File: src/rtl/apb_master.sv
// APB master: turns a valid/ready request into one APB transfer (SETUP then ACCESS)
// and returns a single-cycle completion pulse, aborting after TIMEOUT wait cycles.
module apb_master #(
  parameter int unsigned TIMEOUT = 255
) (
  input  logic        PCLK,
  input  logic        reset,
  input  logic        req_valid,
  output logic        req_ready,
  input  logic [31:0] req_addr,
  input  logic        req_write,
  input  logic [31:0] req_wdata,
  input  logic [3:0]  req_strb,
  output logic        rsp_valid,
  output logic [31:0] rsp_rdata,
  output logic        rsp_timeout,
  output logic [31:0] PADDR,
  output logic [31:0] PWDATA,
  output logic [3:0]  PSTRB,
  output logic        PWRITE,
  output logic        PSELx,
  output logic        PENABLE,
  input  logic        PREADY,
  input  logic [31:0] PRDATA
);

  localparam bit         TimeoutEn  = (TIMEOUT != 0);
  localparam logic [7:0] TimeoutCnt = 8'(TIMEOUT);

  typedef enum logic [1:0] {StIdle, StSetup, StAccess} state_e;

  state_e      state_q, state_d;
  logic [7:0]  wait_cnt_q, wait_cnt_d;
  logic        accept, done_ok, done_to;

  logic        req_ready_q, req_ready_d;
  logic        psel_q, psel_d;
  logic        penable_q, penable_d;
  logic        pwrite_q, pwrite_d;
  logic [31:0] paddr_q, paddr_d;
  logic [31:0] pwdata_q, pwdata_d;
  logic [3:0]  pstrb_q, pstrb_d;
  logic        rsp_valid_q, rsp_valid_d;
  logic        rsp_timeout_q, rsp_timeout_d;
  logic [31:0] rsp_rdata_q, rsp_rdata_d;

  // State and all output registers.
  always_ff @(posedge PCLK) begin
    if (reset) begin
      state_q       <= StIdle;
      wait_cnt_q    <= 8'd0;
      req_ready_q   <= 1'b0;
      psel_q        <= 1'b0;
      penable_q     <= 1'b0;
      pwrite_q      <= 1'b0;
      paddr_q       <= 32'd0;
      pwdata_q      <= 32'd0;
      pstrb_q       <= 4'd0;
      rsp_valid_q   <= 1'b0;
      rsp_timeout_q <= 1'b0;
      rsp_rdata_q   <= 32'd0;
    end else begin
      state_q       <= state_d;
      wait_cnt_q    <= wait_cnt_d;
      req_ready_q   <= req_ready_d;
      psel_q        <= psel_d;
      penable_q     <= penable_d;
      pwrite_q      <= pwrite_d;
      paddr_q       <= paddr_d;
      pwdata_q      <= pwdata_d;
      pstrb_q       <= pstrb_d;
      rsp_valid_q   <= rsp_valid_d;
      rsp_timeout_q <= rsp_timeout_d;
      rsp_rdata_q   <= rsp_rdata_d;
    end
  end

  // Next state and wait counter; PREADY has priority over the timeout.
  always_comb begin
    accept  = (state_q == StIdle) && req_valid && req_ready_q;
    done_ok = (state_q == StAccess) && PREADY;
    done_to = (state_q == StAccess) && !PREADY && TimeoutEn && (wait_cnt_q == TimeoutCnt);
    state_d = state_q;
    case (state_q)
      StIdle:   if (accept) state_d = StSetup;
      StSetup:  state_d = StAccess;
      StAccess: if (done_ok || done_to) state_d = StIdle;
      default:  state_d = StIdle;
    endcase
    wait_cnt_d = wait_cnt_q;
    if (state_q != StAccess) begin
      wait_cnt_d = 8'd0;
    end else if (!PREADY && wait_cnt_q != 8'hFF) begin
      wait_cnt_d = wait_cnt_q + 8'd1;
    end
  end

  // Next values of the registered outputs.
  always_comb begin
    req_ready_d   = (state_d == StIdle);
    psel_d        = (state_d != StIdle);
    penable_d     = (state_d == StAccess);
    pwrite_d      = pwrite_q;
    paddr_d       = paddr_q;
    pwdata_d      = pwdata_q;
    pstrb_d       = pstrb_q;
    if (accept) begin
      pwrite_d = req_write;
      paddr_d  = req_addr;
      pwdata_d = req_wdata;
      pstrb_d  = req_write ? req_strb : 4'b0000;
    end
    rsp_valid_d   = done_ok || done_to;
    rsp_timeout_d = done_to;
    rsp_rdata_d   = (done_ok && !pwrite_q) ? PRDATA : 32'd0;
  end

  assign req_ready   = req_ready_q;
  assign PSELx       = psel_q;
  assign PENABLE     = penable_q;
  assign PWRITE      = pwrite_q;
  assign PADDR       = paddr_q;
  assign PWDATA      = pwdata_q;
  assign PSTRB       = pstrb_q;
  assign rsp_valid   = rsp_valid_q;
  assign rsp_timeout = rsp_timeout_q;
  assign rsp_rdata   = rsp_rdata_q;

endmodule

File: config.mk
export PLATFORM = sky130hd
export DESIGN_NAME = apb_master
export DESIGN_NICKNAME = d
export VERILOG_FILES = /design/src/rtl/apb_master.sv
export SDC_FILE = /design/constraint.sdc
export NUM_CORES = 1
export LEC_CHECK = 0
export CAP_MARGIN = 15
export CORE_AREA = 10 10 148 95
export CTS_CLUSTER_SIZE = 40
export DETAILED_ROUTE_END_ITERATION = 10
export DIE_AREA = 0 0 158 105
export PLACE_DENSITY = 0.86
export SLEW_MARGIN = 10
export SYNTH_ARGS = -nofsm -noshare
export SYNTH_HDL_FRONTEND = slang
export SYNTH_SLANG_ARGS = --single-unit
File: constraint.sdc
create_clock -name PCLK -period 1.3 [get_ports PCLK]
set_input_delay 0.325 -clock PCLK [delete_from_list [all_inputs] [get_ports PCLK]]
set_output_delay 0.325 -clock PCLK [all_outputs]
set_load 0.01 [all_outputs]
==> run_results.csv, run 1 <==
group,metric,value,unit
timing,hold_violations,0,
worst_setup_path,critical_path_arrival,1.77,ns
clock_network,clock-root-buffer,"clkbuf_16",
worst_setup_path,r2r-start,"state_q[0]$_SDFF_PP0_",
synth,synth_seq_cells,116,
worst_setup_path,reg2regPathDepth,6,
routing,post_drt_via_cell_ratio,4.766,
timing,setup_viol,93,
timing,timing.final.crit_share,110.2,%
floorplanning,start_util,34.69,%
routing,wl_per_cell,18.15,um
floorplanning,dieWidth,158,um
clock_network,numCtsBuffers,17,
pwr,internal-power,7.707,mW
timing,drv_slew,0,
hold_path,hold_path.startpoint,"reset",
routing,num_vias,3965,
cells_and_area,fin_nets,781,
global_route,antenna_found_initial,0,
worst_setup_path,crit_top_cell,"buf_6",
synth,ys_types,31,
synth,synth_nets,542,
clock_network,cts.sinks,116,
placed_design,portBuffers,210,
timing,period_needed,1.432,ns
synth,synth.avg_cell_area,8.931,sq um
pwr,clkPwrFrac,51.5,%
timing,finalWorstSetupSlack,-0.1323,ns
synth,netlist_area,3894,sq um
global_route,grt_use_total,16.65,%
synth,synthCells,436,
timing,rsz0062_at_grt,"yes",
pwr,power_density,1418,nW/um^2
timing,slew_headroom,72.01,%
floorplanning,ios,211,
floorplanning,dieArea,16590,sq um
hold_path,whs_endpoint,"wait_cnt_q[6]$_SDFFE_PP0P_",
floorplanning,rows,30,
cells_and_area,regArea,2333,sq um
routing,ant_nets,0,
pwr,swShare,22.82,%
routing,drt-met1-wl,6166,um
routing,dr_wl_met2,7236,um
timing,tightest_slew,0.4199,ns
routing,wl_met3,1509,um
pwr,p_seq_share,37.5,%
worst_setup_path,slowest_stage,"and4bb_4",
routing,drc,0,
worst_setup_path,cp_top_family,"simple AND/OR/NAND/NOR gates",
worst_setup_path,end_kind,"flop",
worst_setup_path,worstSetupPathType,"flop to flop",
worst_setup_path,r2r_end,"PADDR[19]$_SDFFE_PP0P_",
routing,top_layer,"met4",
pwr,ir_worst_vdd,959.0,uV
cells_and_area,utilization,62.73,%
worst_setup_path,cp_max_fo,5,
cells_and_area,drive_gt1_share,39.39,%
placed_design,gp_congestion,0.7899,
cells_and_area,multiInputGateArea,1765,sq um
status,status,"complete, but fails checks",
run,maxCapViolations,0,
routing,drt-total-wl,15100,um
routing,detailedRoute.firstIterationViolations,120,
pwr,p_leak,3.032,nW
global_route,grt_pass1_vias,4136,
hold_path,min_path_cells,4,
synth,yosysWarnings,0,
timing,clock.fmax,698.2,MHz
cells_and_area,n_antenna_cell,0,
worst_setup_path,crit_buf_inv,3,
worst_setup_path,cp-start-kind,"flop",
clock_network,clkTransAtPathRegs,0.06,ns
worst_setup_path,critPathMaxStageDelay,0.41,ns
timing,clock_skew,0.009523,ns
cells_and_area,layout_commonest_cell,"nand2_1",
hold_path,min-delay-path-class,"input pin to flop",
timing,timing.hold.ws,0.3458,ns
floorplanning,core,11220,sq um
clock_network,h-tree-depth,4,
global_route,grt_pass1_wl,21880,um
clock_network,clockBufferDepth,2,
worst_setup_path,worstPathCellList,"buf_6 > and4bb_4 > buf_6 > clkbuf_16 > nand2_1 > a21oi_2",
pwr,p_comb_share,11.0,%
floorplanning,dieHeight,105,um
cells_and_area,layout_common_cells,"nand2_1 (115), dfxtp_1 (107), clkdlybuf4s50_1 (102)",
global_route,overflow,0,
cells_and_area,syn_to_final_growth,80.82,%
timing,setup_tns,-6.470,ns
worst_setup_path,ff2ff_setup_slack,-0.13,ns
cells_and_area,num-fill-cells,926,
clock_network,clock_latency,0.40,ns
clock_network,tritoncts,"built",
worst_setup_path,required,1.63,ns
pwr,switchingPower,2.278,mW
global_route,grt_max_degree,38,
routing,first_pass_iters,4,
synth,synth-seq-area-share,59.64,%
status,violations,"negative setup slack",
placed_design,dp_hpwl,10550,um
cells in the mapped netlist:
master	number	share of area [%]
nand2_1	139	13
dfxtp_1	116	60
a21oi_1	72	9.3
clkbuf_1	22	2.1
and2_1	17	2.7
and2_2	16	3.1
nand3_1	6	0.77
a31oi_1	4	0.64
buf_2	4	0.51
a21o_1	3	0.58
a311oi_1	3	0.67
clkbuf_2	3	0.39
inv_1	3	0.29
mux2i_1	3	0.77
nor2_1	3	0.29
nor3_1	3	0.39
o21ai_0	3	0.39
and4b_1	2	0.51
nand2b_1	2	0.32
a211oi_1	1	0.19
a41oi_2	1	0.42
and3_1	1	0.16
and4_1	1	0.22
and4bb_2	1	0.32
ha_1	1	0.32
nand3b_1	1	0.19
nand4bb_1	1	0.29
nor2b_1	1	0.16
nor3b_1	1	0.19
nor3b_4	1	0.48
or3b_4	1	0.29
timing repair:
item / 4_1_cts / 5_1_grt
gates resized for setup: 405 / 92
buffers inserted: 1 / 5
pin swaps: 11 / 21
gates cloned: 2 / 5
endpoints found under the setup margin: 209 / 135
hold buffers: 0 / 0
how the worst max path moves through the flow:
stage / from / endpoint / slack [ns] / cells after the start
floorplan: state_q[1]$_SDFF_PP0_ / rsp_rdata[11]$_SDFF_PP0_ / -0.05 / 4
global placement: req_valid / PSTRB[1]$_SDFFE_PP0P_ / -0.33 / 5
detailed placement: PREADY / wait_cnt_q[7]$_SDFFE_PP0P_ / -0.41 / 4
CTS: state_q[1]$_SDFF_PP0_ / PWDATA[6]$_SDFFE_PP0P_ / -0.10 / 5
global route: state_q[0]$_SDFF_PP0_ / PADDR[19]$_SDFFE_PP0P_ / -0.17 / 6
finish: state_q[0]$_SDFF_PP0_ / PADDR[19]$_SDFFE_PP0P_ / -0.13 / 6
worst register-to-register path: cells and delay by family, from the launching register on:
family	cells	cell delay [ns]
AO/OA/AOI/OAI	1	0.11
flip-flops	1	0.34
AND/OR/NAND/NOR	2	0.49
buffers and inverters	3	0.42
cell type report:
class,instances,share of cell area (%)
tap,144,2.559
clock inverter,14,3.199
timing repair buffer,249,29.77
clock buffer,18,6.096
sequential,116,33.14
inverter,3,0.1599
multi-input combinational,288,25.08
registers in the layout (all words and copies together) (netlist names):
name         count
wait_cnt_q       8
PSELx            1
PENABLE          1
PWDATA          32
rsp_timeout      1
state_q          2
PSTRB            4
PWRITE           1
rsp_rdata       32
req_ready        1
rsp_valid        1
PADDR           32
metrics by stage:
step | total power [mW] | cell area (sq um) | setup WS (ns) | std cells
2_1_floorplan | 4.133 | 3897 | -0.05121 | 436
3_3_place_gp | 4.808 | 6336 | -0.3326 | 788
3_5_place_dp | 4.837 | 6336 | -0.4100 | 788
4_1_cts | 9.984 | 6868 | -0.1011 | 823
5_1_grt | 10.37 | 7041 | -0.1678 | 832
6_report | 9.985 | 7041 | -0.1323 | 832
logic make-up after synthesis:
logic type	after synthesis	share of synthesized area (%)
simple gates	197	23.81
fa+ha+maj	1	0.3213
mux	3	0.7712
compound gates	87	12.15
buf+inv	32	3.310
flops	116	59.64
routing by layer:
| layer | up-vias | global-route usage, % |
|---|---|---|
| li1 | 1904 | - |
| met5 | - | 0 |
| met2 | 183 | 28.67 |
| met3 | 18 | 7.125 |
| met4 | 0 | 6.258 |
| met1 | 1860 | 17.72 |
power by group through the flow:
stage               registers, mW  logic (mW)  clock network [mW]
CTS                          3.74        1.01                5.23
finish                       3.74        1.10                5.14
global route                 3.75        1.19                5.43
global placement             3.81       0.997                   0
detailed placement           3.82        1.02                   0
floorplan                    3.87       0.263                   0
Power figures use the tool's default switching activity.
==> inputs of run 2 (changes only) <==
- CORE_AREA: 10 10 148 95 -> 10 10 136 88
- DIE_AREA: 0 0 158 105 -> 0 0 146 98
- PLACE_DENSITY: 0.86 -> 0.95
- clock period: 1.3 -> 1.85 ns (I/O delays scaled with it)
==> run 2 against run 1 <==
Effect of this change:
- the flow now finishes without violations
- sequential power fell by 29%
- first-iteration DRC count rose to 2.6 times the previous value
- clock-buffer cell count rose by 3
- clock power fell by 34%
- critical endpoint is now PWDATA[12]
- utilization rose by 8.3 points
- non-clock buffer count fell by 31
- total power fell by 33%
- register-to-register slack improved by 0.36 ns
- largest power group unchanged
==> run_results.csv, run 2 (synthesis results as in run 1) <==
group,metric,value,unit
pwr,ir_worst_vdd,721.3,uV
worst_setup_path,r2r_end,"wait_cnt_q[6]$_SDFFE_PP0P_",
hold_path,min_path_cells,2,
cells_and_area,layout_commonest_cell,"clkdlybuf4s50_1",
clock_network,h-tree-depth,4,
worst_setup_path,required,1.39,ns
routing,num_vias,3831,
routing,drc,0,
cells_and_area,fin_nets,750,
placed_design,gp_congestion,0.7908,
routing,first_pass_iters,5,
clock_network,clkTransAtPathRegs,0.06,ns
clock_network,cts.sinks,116,
timing,tightest_slew,0.5771,ns
clock_network,post-cts-setup-buffer-count,0,
timing,clock.fmax,559.7,MHz
floorplanning,dieWidth,146,um
placed_design,portBuffers,210,
cells_and_area,multiInputGateArea,1459,sq um
routing,drt-total-wl,14290,um
hold_path,hold_path.startpoint,"PWDATA[27]$_SDFFE_PP0P_",
global_route,grt_pass1_wl,21940,um
worst_setup_path,end_kind,"output pin",
pwr,p_leak,2.531,nW
cells_and_area,regArea,2323,sq um
cells_and_area,syn_to_final_growth,74.42,%
clock_network,clock-root-buffer,"clkbuf_16",
timing,period_needed,1.787,ns
worst_setup_path,worstSetupPathType,"flop to output pin",
timing,hold_violations,0,
timing,finalWorstSetupSlack,0.06341,ns
timing,timing.hold.ws,0.4520,ns
global_route,grt_max_degree,71,
worst_setup_path,r2r-start,"wait_cnt_q[0]$_SDFFE_PP0P_",
cells_and_area,num-fill-cells,663,
clock_network,clockBufferDepth,2,
floorplanning,rows,28,
hold_path,whs_endpoint,"PWDATA[27]$_SDFFE_PP0P_",
cells_and_area,layout_common_cells,"clkdlybuf4s50_1 (207), nand2_1 (139), dfxtp_1 (115)",
floorplanning,start_util,40.71,%
global_route,grt_pass1_vias,3885,
global_route,overflow,0,
routing,wl_per_cell,18.04,um
pwr,power_density,988.1,nW/um^2
timing,slew_headroom,61.53,%
clock_network,clock_latency,0.40,ns
timing,timing.final.crit_share,96.57,%
hold_path,min-delay-path-class,"flop to flop",
routing,ant_nets,0,
floorplanning,dieHeight,98,um
cells_and_area,drive_gt1_share,9.437,%
floorplanning,dieArea,14310,sq um
worst_setup_path,critical_path_arrival,1.32,ns
worst_setup_path,cp_top_family,"buffers and inverters",
clock_network,ctsHoldBuffers,0,
timing,setup_tns,0,ns
worst_setup_path,worstPathCellList,"clkdlybuf4s50_1",
run,maxCapViolations,0,
global_route,antenna_found_initial,0,
placed_design,post-place-ws,-0.08433,ns
status,status,"finished clean",
worst_setup_path,ff2ff_setup_slack,0.23,ns
routing,detailedRoute.firstIterationViolations,317,
clock_network,tritoncts,"built",
floorplanning,core,9564,sq um
worst_setup_path,cp_max_fo,2,
worst_setup_path,crit_buf_inv,1,
timing,rsz0062_at_grt,"no",
worst_setup_path,cp-start-kind,"flop",
timing,drv_slew,0,
worst_setup_path,reg2regPathDepth,4,
worst_setup_path,slowest_stage,"clkdlybuf4s50_1",
placed_design,dp_hpwl,10580,um
floorplanning,ios,211,
global_route,grt_use_total,19.09,%
worst_setup_path,critPathMaxStageDelay,0.57,ns
timing,clock_skew,0.006775,ns
routing,post_drt_via_cell_ratio,4.837,
clock_network,numCtsBuffers,17,
timing,setup_viol,0,
cells_and_area,n_antenna_cell,0,
-- run 2: cell count changes in the layout (fill, tap and decap cells not counted), sizes merged --
cell	previous run	this run
clkdlybuf4s15	13	0
clkbuf	34	21
clkinvlp	0	2
buf	117	9
inv	6	4
bufinv	5	3
dlygate4sd2	0	1
clkdlybuf4s50	102	207
clkinv	6	5
-- run 2: cell type report --
type | count | area share, %
flip-flops and latches | 116 | 34.21
clock inverters | 11 | 2.211
repair buffers | 218 | 32.52
well taps | 135 | 2.487
inverters | 3 | 0.1658
clock buffers | 21 | 6.927
multi-input cells | 288 | 21.48
-- run 2: timing repair --
item | 4_1_cts | 5_1_grt
endpoints found under the setup margin | 2 | 1
resized for setup | 2 | 1
cloned | 0 | 0
-- run 2: how the worst max path moves through the flow --
stage	from	endpoint	slack, ns	cells past startpoint
floorplan	reset	rsp_rdata[11]$_SDFF_PP0_	0.38	4
global placement	req_valid	PSTRB[2]$_SDFFE_PP0P_	0.05	5
detailed placement	PREADY	wait_cnt_q[6]$_SDFFE_PP0P_	-0.08	4
CTS	PSTRB[1]$_SDFFE_PP0P_	PSTRB[1]	0.004	1
global route	PWDATA[18]$_SDFFE_PP0P_	PWDATA[18]	0.003	1
finish	PWDATA[12]$_SDFFE_PP0P_	PWDATA[12]	0.06	1
-- run 2: power breakdown --
part | switching, mW | internal, mW | leakage (nW)
clock | 1.15 | 2.23 | 0.300
sequential | 0.0489 | 2.59 | 0.941
combinational | 0.282 | 0.409 | 1.29
-- run 2: stage by stage --
step	total power, mW	cell area, sq um	utilization (%)	instances
after global routing	6.945	6792	71.01	792
after global placement	3.352	6168	64.50	760
after CTS	6.767	6789	70.98	792
final	6.711	6792	71.01	792
after floorplan	2.903	3894	-	436
after detailed placement	3.377	6168	64.50	760
-- run 2: layer usage --
layer / global-route usage, % / up-vias / wire length, um
met5: 0 / - / 0
met4: 4.521 / 0 / 137
met3: 10.14 / 13 / 1487
met2: 32.03 / 189 / 6752
met1: 21.05 / 1786 / 5911
li1: - / 1843 / -
==> inputs of run 3 (changes only) <==
- CORE_AREA: 10 10 136 88 -> 10 10 111 73
- DIE_AREA: 0 0 146 98 -> 0 0 121 83
- DONT_BUFFER_PORTS: not set -> 1
- PLACE_DENSITY: 0.95 -> 0.8
==> run 3 against run 2 <==
Effect of this change:
- clock power down 13%
- design area down 34%
- die area down 30%
- largest cell class unchanged
- worst setup slack better by 0.16 ns
- global-route usage up 2.4 points
- total power down 13%
- sequential cell count unchanged
- register-to-register slack about the same
- worst hold slack worse by 0.42 ns
- combinational power down 70%
- clock-buffer cell count down 4
==> run_results.csv, run 3 (synthesis results as in run 1) <==
group,metric,value,unit
clock_network,numCtsBuffers,17,
floorplanning,dieWidth,121,um
placed_design,post-place-ws,0.2305,ns
clock_network,ctsResizeCount,0,
routing,num_vias,2999,
clock_network,clock_latency,0.50,ns
floorplanning,core,6028,sq um
run,maxCapViolations,0,
floorplanning,ios,211,
cells_and_area,utilization,74.62,%
timing,clock.fmax,613.1,MHz
cells_and_area,num-fill-cells,439,
worst_setup_path,critical_path_arrival,2.07,ns
cells_and_area,layout_common_cells,"nand2_1 (139), dfxtp_1 (116), a21oi_1 (72)",
timing,rsz0062_at_grt,"no",
placed_design,gp_congestion,0.8074,
worst_setup_path,ff2ff_setup_slack,0.22,ns
routing,ant_nets,0,
timing,setup_tns,0,ns
worst_setup_path,worstSetupPathType,"flop to flop",
placed_design,dp_hpwl,8396,um
worst_setup_path,crit_end,"rsp_rdata[23]$_SDFF_PP0_",
worst_setup_path,cp_top_family,"simple AND/OR/NAND/NOR gates",
cells_and_area,n_antenna_cell,0,
timing,slew_headroom,70.67,%
timing,tightest_slew,0.4399,ns
worst_setup_path,end_kind,"flop",
timing,period_needed,1.631,ns
placed_design,placed_cells,497,
routing,drc,0,
floorplanning,start_util,64.59,%
clock_network,clock-root-buffer,"clkbuf_8",
clock_network,post-cts-setup-buffer-count,0,
timing,timing.final.crit_share,88.16,%
placed_design,portBuffers,0,
global_route,antenna_found_initial,0,
clock_network,clkTransAtPathRegs,0.06,ns
worst_setup_path,worstPathCellList,"or3b_4 > nor3b_4 > buf_4 > and2_2",
global_route,grt_max_degree,76,
worst_setup_path,critPathMaxStageDelay,0.46,ns
routing,first_pass_iters,4,
worst_setup_path,cp-start-kind,"flop",
cells_and_area,design_area,4498,sq um
hold_path,min_path_cells,1,
cells_and_area,stdcell_count,530,
worst_setup_path,reg2regPathDepth,4,
global_route,grt_pass1_wl,16990,um
routing,detailedRoute.firstIterationViolations,278,
worst_setup_path,path_depth,4,
clock_network,clockBufferDepth,2,
worst_setup_path,crit_buf_inv,1,
worst_setup_path,cp_max_fo,32,
routing,post_drt_via_cell_ratio,5.658,
pwr,p_leak,1.673,nW
hold_path,min-delay-path-class,"input pin to flop",
status,status,"finished clean",
timing,setup_viol,0,
floorplanning,dieArea,10040,sq um
global_route,grt_use_total,21.52,%
worst_setup_path,required,2.29,ns
cells_and_area,drive_gt1_share,13.23,%
timing,hold_violations,0,
timing,timing.hold.ws,0.03025,ns
clock_network,cts.sinks,116,
clock_network,ctsHoldBuffers,0,
routing,wl_per_cell,21.24,um
cells_and_area,fin_nets,539,
pwr,ir_worst_vdd,1084,uV
cells_and_area,layout_commonest_cell,"nand2_1",
cells_and_area,syn_to_final_growth,15.52,%
worst_setup_path,critPathLaunch,"state_q[1]$_SDFF_PP0_",
floorplanning,dieHeight,83,um
clock_network,tritoncts,"built",
worst_setup_path,r2r_end,"rsp_rdata[23]$_SDFF_PP0_",
global_route,overflow,0,
global_route,grt_pass1_vias,2972,
worst_setup_path,r2r-start,"state_q[1]$_SDFF_PP0_",
timing,clock_skew,0.007660,ns
pwr,finalPower,5.850,mW
routing,drt-total-wl,11260,um
pwr,power_density,1301,nW/um^2
timing,drv_slew,0,
floorplanning,rows,22,
timing,finalWorstSetupSlack,0.2191,ns
worst_setup_path,slowest_stage,"or3b_4",
clock_network,h-tree-depth,4,
placed_design,dpl_cell_area,3943,sq um
==> run 3: power breakdown <==
part / internal [mW] / switching [mW]
Sequential: 2.59 / 0.112
Combinational: 0.0772 / 0.127
Clock: 1.78 / 1.16
Total: 4.45 / 1.40
==> run 3: area by class of cell <==
cell class              count  area, sq um  share of cell area [%]
repair buffers              7        55.05                   1.224
clock buffers              17        414.1                   9.207
clock inverters            15        131.4                   2.921
multi-input cells         288         1459                   32.43
flip-flops and latches    116         2322                   51.63
inverters                   3        11.26                  0.2503
well taps                  84        105.1                   2.337
==> run 3: worst min-delay path by stage <==
| stage | slack, ns | startpoint | to |
|---|---|---|---|
| after global placement | 0.48 | wait_cnt_q[5]$_SDFFE_PP0P_ | wait_cnt_q[5]$_SDFFE_PP0P_ |
| after CTS | 0.005 | reset | PADDR[0]$_SDFFE_PP0P_ |
| final | 0.03 | reset | PWDATA[19]$_SDFFE_PP0P_ |
| after detailed placement | 0.50 | PADDR[20]$_SDFFE_PP0P_ | PADDR[20]$_SDFFE_PP0P_ |
| after global routing | 0.0002 | reset | PWDATA[20]$_SDFFE_PP0P_ |
| after floorplan | 0.46 | wait_cnt_q[1]$_SDFFE_PP0P_ | wait_cnt_q[1]$_SDFFE_PP0P_ |
==> run 3: worst register-to-register path, cell delays in order, from the launching register on <==
cell and delay, ns:
dfxtp_1 0.45, or3b_4 0.46, nor3b_4 0.19, buf_4 0.28, and2_2 0.19
==> run 3: layer usage <==
layer | GRT usage, % | vias up | part of all wire [%]
li1 | - | 1421 | -
met1 | 21.88 | 1416 | 36
met2 | 36.29 | 150 | 51
met3 | 11.62 | 12 | 12
met4 | 8.243 | 0 | 1.3
met5 | 0 | - | 0
==> patch 1 (settings of run 3) <==
Take the reset off `paddr_q`, `pwdata_q` and `rsp_rdata_q` and load them in a clocked block of their own.
--- a/src/rtl/apb_master.sv
+++ b/src/rtl/apb_master.sv
@@ -53,12 +53,9 @@
       psel_q        <= 1'b0;
       penable_q     <= 1'b0;
       pwrite_q      <= 1'b0;
-      paddr_q       <= 32'd0;
-      pwdata_q      <= 32'd0;
       pstrb_q       <= 4'd0;
       rsp_valid_q   <= 1'b0;
       rsp_timeout_q <= 1'b0;
-      rsp_rdata_q   <= 32'd0;
     end else begin
       state_q       <= state_d;
       wait_cnt_q    <= wait_cnt_d;
@@ -66,13 +63,16 @@
       psel_q        <= psel_d;
       penable_q     <= penable_d;
       pwrite_q      <= pwrite_d;
-      paddr_q       <= paddr_d;
-      pwdata_q      <= pwdata_d;
       pstrb_q       <= pstrb_d;
       rsp_valid_q   <= rsp_valid_d;
       rsp_timeout_q <= rsp_timeout_d;
-      rsp_rdata_q   <= rsp_rdata_d;
     end
+  end
+
+  always_ff @(posedge PCLK) begin
+    paddr_q     <= paddr_d;
+    pwdata_q    <= pwdata_d;
+    rsp_rdata_q <= rsp_rdata_d;
   end
 
   // Next state and wait counter; PREADY has priority over the timeout.
Function: differs if reset is asserted again (counterexample within 4 cycles, from zero or initial values and one cycle with reset high); with reset held inactive, the same outputs for 10 cycles.
==> patch 1 against run 3 <==
  * Final area shrank 4.6%
  * Die area stayed put
  * Wire length fell by 18%
  * Setup slack better by 0.13 ns
  * Global-route usage is 3.6 points lower
  * Sequential cell count unchanged
  * Area after synthesis decreased by 6.3%
  * Critical path type unchanged
  * Largest cell class unchanged
Power is not compared: it rests on default switching activity, and its combinational part moved more than twofold at a synthesized area within 25%.
==> patch 1: results <==
export IMPL_outcome="finished, final reports clean"
export IMPL_grt_pass1_vias=1872
export IMPL_dpl_hpwl_um=7040
export IMPL_ys_seq_area_share_pct=81.2
export IMPL_layout_nets=341
export IMPL_syn_mean_instance_area_um2=16.5
export IMPL_synthTopCellsByArea="sky130_fd_sc_hd__edfxtp_1, sky130_fd_sc_hd__dfxtp_1, sky130_fd_sc_hd__and2_1"
export IMPL_worst_reg2reg_setup_slack_ns=0.35
export IMPL_synth_commonest_cells="sky130_fd_sc_hd__edfxtp_1, sky130_fd_sc_hd__dfxtp_1, sky130_fd_sc_hd__and2_1, sky130_fd_sc_hd__nand3_1"
export IMPL_grt_max_degree=69
export IMPL_grt_util_all_layers_pct=18.0
export IMPL_cp_max_fo=7
export IMPL_end_point_of_the_worst_hold_path="PSTRB[0]"
export IMPL_crit_path_time_final_ns=1.50
export IMPL_worst_slew_pin_transition_ns=0.440
export IMPL_last_weighted_congestion_value_of_the_routability_driven_placer=0.826
export IMPL_numPlacedInstances=300
export IMPL_wire_length_of_the_first_global_routing_pass_um=13100
export IMPL_layout_drive_gt1_share_pct=15.7
export IMPL_insertion_delay_ns=0.49
export IMPL_initialDrtViolationCount=132
export IMPL_drt_wl_total_um=9290
export IMPL_place_ws_ns=0.324
export IMPL_crit_reg2reg_launch="wait_cnt_q[0]"
export IMPL_fin_skew_ns=0.00454
## patch 1: critical path: stages (launching register included)
cell                       delay (ns)
sky130_fd_sc_hd__dfxtp_1         0.38
sky130_fd_sc_hd__ha_1            0.36
sky130_fd_sc_hd__and4b_1         0.33
sky130_fd_sc_hd__a31oi_1         0.11
sky130_fd_sc_hd__a311oi_1        0.24
## patch 1: power groups by stage
stage	sequential [mW]	clock [mW]	combinational, mW
2_1_floorplan	2.95	0	0.0697
3_3_place_gp	2.97	0	0.0890
3_5_place_dp	2.98	0	0.0917
4_1_cts	2.93	2.89	0.0917
5_1_grt	2.93	3.01	0.101
6_report	2.92	2.82	0.0910
## patch 1: layout make-up
| type | count | area (um2) |
|---|---|---|
| fill | 376 | 1740 |
| inverter | 4 | 15.0 |
| clock inverter | 9 | 52.6 |
| timing repair buffer | 3 | 35.0 |
| multi-input combinational | 93 | 646 |
| sequential | 116 | 2960 |
| tap | 84 | 105 |
| clock buffer | 23 | 477 |
## patch 1: metrics by stage
stage	instance area (um2)	total power [mW]	hold WS [ns]
6_report	4290	5.83	0.0329
4_1_cts	4290	5.91	0.00560
2_1_floorplan	3650	3.02	0.453
5_1_grt	4290	6.04	0.00278
3_5_place_dp	3760	3.07	0.494
3_3_place_gp	3760	3.06	0.474
## patch 1: per-layer routing
metal  global-route usage, %  vias up  wire length (um)
met1                    19.5      862              3480
met3                    10.9        8              1240
met5                       0        -                 0
met2                    28.0      143              4490
li1                        -      825                 -
met4                    6.83        0                80
## patch 1: kinds of logic after synthesis
family	Yosys count	share of synthesized area (%)
AOI/OAI and AO/OA	21	4.42
adders and majority gates	1	0.343
buffers and inverters	12	1.48
DFF	116	81.2
muxes	4	1.10
and+or+nand+nor	67	11.4
==> patch 2 (settings of run 3) <==
Without the edit above. Change the parameter `TIMEOUT` from 255 to 191.
--- a/src/rtl/apb_master.sv
+++ b/src/rtl/apb_master.sv
@@ -1,7 +1,7 @@
 // APB master: turns a valid/ready request into one APB transfer (SETUP then ACCESS)
 // and returns a single-cycle completion pulse, aborting after TIMEOUT wait cycles.
 module apb_master #(
-  parameter int unsigned TIMEOUT = 255
+  parameter int unsigned TIMEOUT = 191
 ) (
   input  logic        PCLK,
   input  logic        reset,
Check against the original RTL: no difference found for any inputs over 10 cycles, from zero or initial values and one cycle with reset high; that may be too few to reach the edited logic, so the function may still have changed.
==> patch 2 against run 3 <==
  * Count of clock-buffer cells in the layout up 5
  * Largest cell class unchanged
  * Highest routed layer unchanged
  * Area after synthesis shrank 0.16%
  * Critical path type unchanged
  * Hold slack better by 0.014 ns
  * Total power up 1.8%
  * Wire length is 2.7% lower
  * Global-route usage shrank 0.39 points
  * First-iteration DRC count decreased by 39%
  * Non-clock buffer count fell by 1
  * Sequential cell count unchanged
  * Setup slack better by 0.039 ns
  * Final cell count shrank 0.19%
  * Final area up 0.19%
  * Die area unchanged
==> patch 2: results <==
export IMPL_mappedNetlistArea_um2=3890
export IMPL_insertedDiodeCount=0
export IMPL_initialDrtViolationCount=170
export IMPL_end_point_of_the_worst_hold_path="PADDR[9]"
export IMPL_fin_skew_ns=0.00524
export IMPL_critical_register_to_register_path_endpoint="rsp_rdata[14]"
export IMPL_seqAreaFraction_pct=51.5
export IMPL_synth_commonest_cells="sky130_fd_sc_hd__nand2_1, sky130_fd_sc_hd__dfxtp_1, sky130_fd_sc_hd__a21oi_1, sky130_fd_sc_hd__and2_1, sky130_fd_sc_hd__clkbuf_1"
export IMPL_dpl_hpwl_um=8150
export IMPL_last_weighted_congestion_value_of_the_routability_driven_placer=0.745
export IMPL_cp_arrival_ns=2.02
export IMPL_ys_async_sr_fraction_pct=0
export IMPL_vdd_ir_drop_max_mv=0.842
export IMPL_htree_num_levels=4
export IMPL_layout_drive_gt1_share_pct=8.76
export IMPL_worst_path_largest_cell_delay_ns=0.44
export IMPL_port_buffer_count=0
export IMPL_fin_crit_sh_pct=86.0
export IMPL_synth_seq_cells=116
export IMPL_outcome="finished, final reports clean"
export IMPL_non_clock_buffer_count=6
export IMPL_area_share_clock_buf_inv_pct=12.6
export IMPL_setup_viol=0
export IMPL_path_class="reg -> reg"
export IMPL_multi_input_area_share_pct=32.1
export IMPL_whs_path_depth=1
export IMPL_place_ws_ns=0.233
export IMPL_layout_clock_buffers=22
export IMPL_multiInputGateArea_um2=1450
export IMPL_worst_setup_path_startpoint="state_q[1]"
export IMPL_worst_hold_path_class="in -> reg"
export IMPL_slowest_stage="sky130_fd_sc_hd__dfxtp_1"
export IMPL_inverters=2
export IMPL_family_with_the_most_delay_on_the_worst_path="simple AND/OR/NAND/NOR gates"
export IMPL_ys_seq_area_share_pct=59.7
export IMPL_final_nonclk_buf_share_pct=1.28
export IMPL_cp_max_fo=32
export IMPL_drt_wl_total_um=11000
export IMPL_worst_slew_pin_transition_ns=0.525
export IMPL_grt_max_degree=77
export IMPL_dr_total_vias=2919
export IMPL_num_multi_input_gates=290
export IMPL_synthDistinctLibCells=35
export IMPL_cellLeakagePower_nw=1.66
export IMPL_grt_pass1_vias=3013
export IMPL_synthTopCellsByArea="sky130_fd_sc_hd__dfxtp_1, sky130_fd_sc_hd__nand2_1, sky130_fd_sc_hd__a21oi_1"
export IMPL_detailedRoute_firstPassIterationCount=4
export IMPL_wire_length_of_the_first_global_routing_pass_um=16900
export IMPL_nFillCells=449
export IMPL_grt_util_all_layers_pct=21.1
export IMPL_cts_root_to_sink_buffers=2
[patch 2: cell count changes after synthesis, moves of 2 or more]
cell                              run 3  this run
sky130_fd_sc_hd__o21ai_0              3         5
sky130_fd_sc_hd__and2_1              17        32
sky130_fd_sc_hd__and2_2              16         0
sky130_fd_sc_hd__nand3_1              6         4
sky130_fd_sc_hd__a21o_1               3         0
sky130_fd_sc_hd__clkbuf_1            22        24
sky130_fd_sc_hd__o22ai_1              0         2
sky130_fd_sc_hd__buf_2                4         2
sky130_fd_sc_hd__nor3_1               3         1
sky130_fd_sc_hd__a311oi_1             3         1
sky130_fd_sc_hd__nand2_1            139       142
[patch 2: routing by layer]
metal,up-vias,global-route usage [%],wire (um)
met3,13,13.6,1670
met2,143,34.6,5300
met5,-,0,0
li1,1424,-,-
met4,0,8.24,148
met1,1339,20.9,3840
[patch 2: power by group]
| part | switching [mW] | total (mW) | internal (mW) |
|---|---|---|---|
| registers | 0.111 | 2.70 | 2.59 |
| logic | 0.123 | 0.202 | 0.0789 |
| clock network | 1.05 | 3.05 | 2.00 |
[patch 2: cells by family (layout without fill, tap and decap cells)]
kind of cell | Yosys count | after routing | synth area share, %
AND/OR/NAND/NOR | 198 | 198 | 23.7
multiplexers | 2 | 2 | 0.515
AO/OA/AOI/OAI | 89 | 89 | 12.3
flip-flops | 116 | 116 | 59.7
adder cells (fa/ha/maj) | 1 | 1 | 0.322
buffers and inverters | 32 | 39 | 3.44
[patch 2: stage by stage]
stage | cells | power, mW | hold WS (ns)
final | 529 | 5.95 | 0.0447
after global routing | 529 | 6.18 | 0.0281
after CTS | 529 | 6.01 | 0.0206
after detailed placement | 498 | 2.96 | 0.478
after global placement | 498 | 2.94 | 0.464
after floorplan | 438 | 2.90 | 0.447
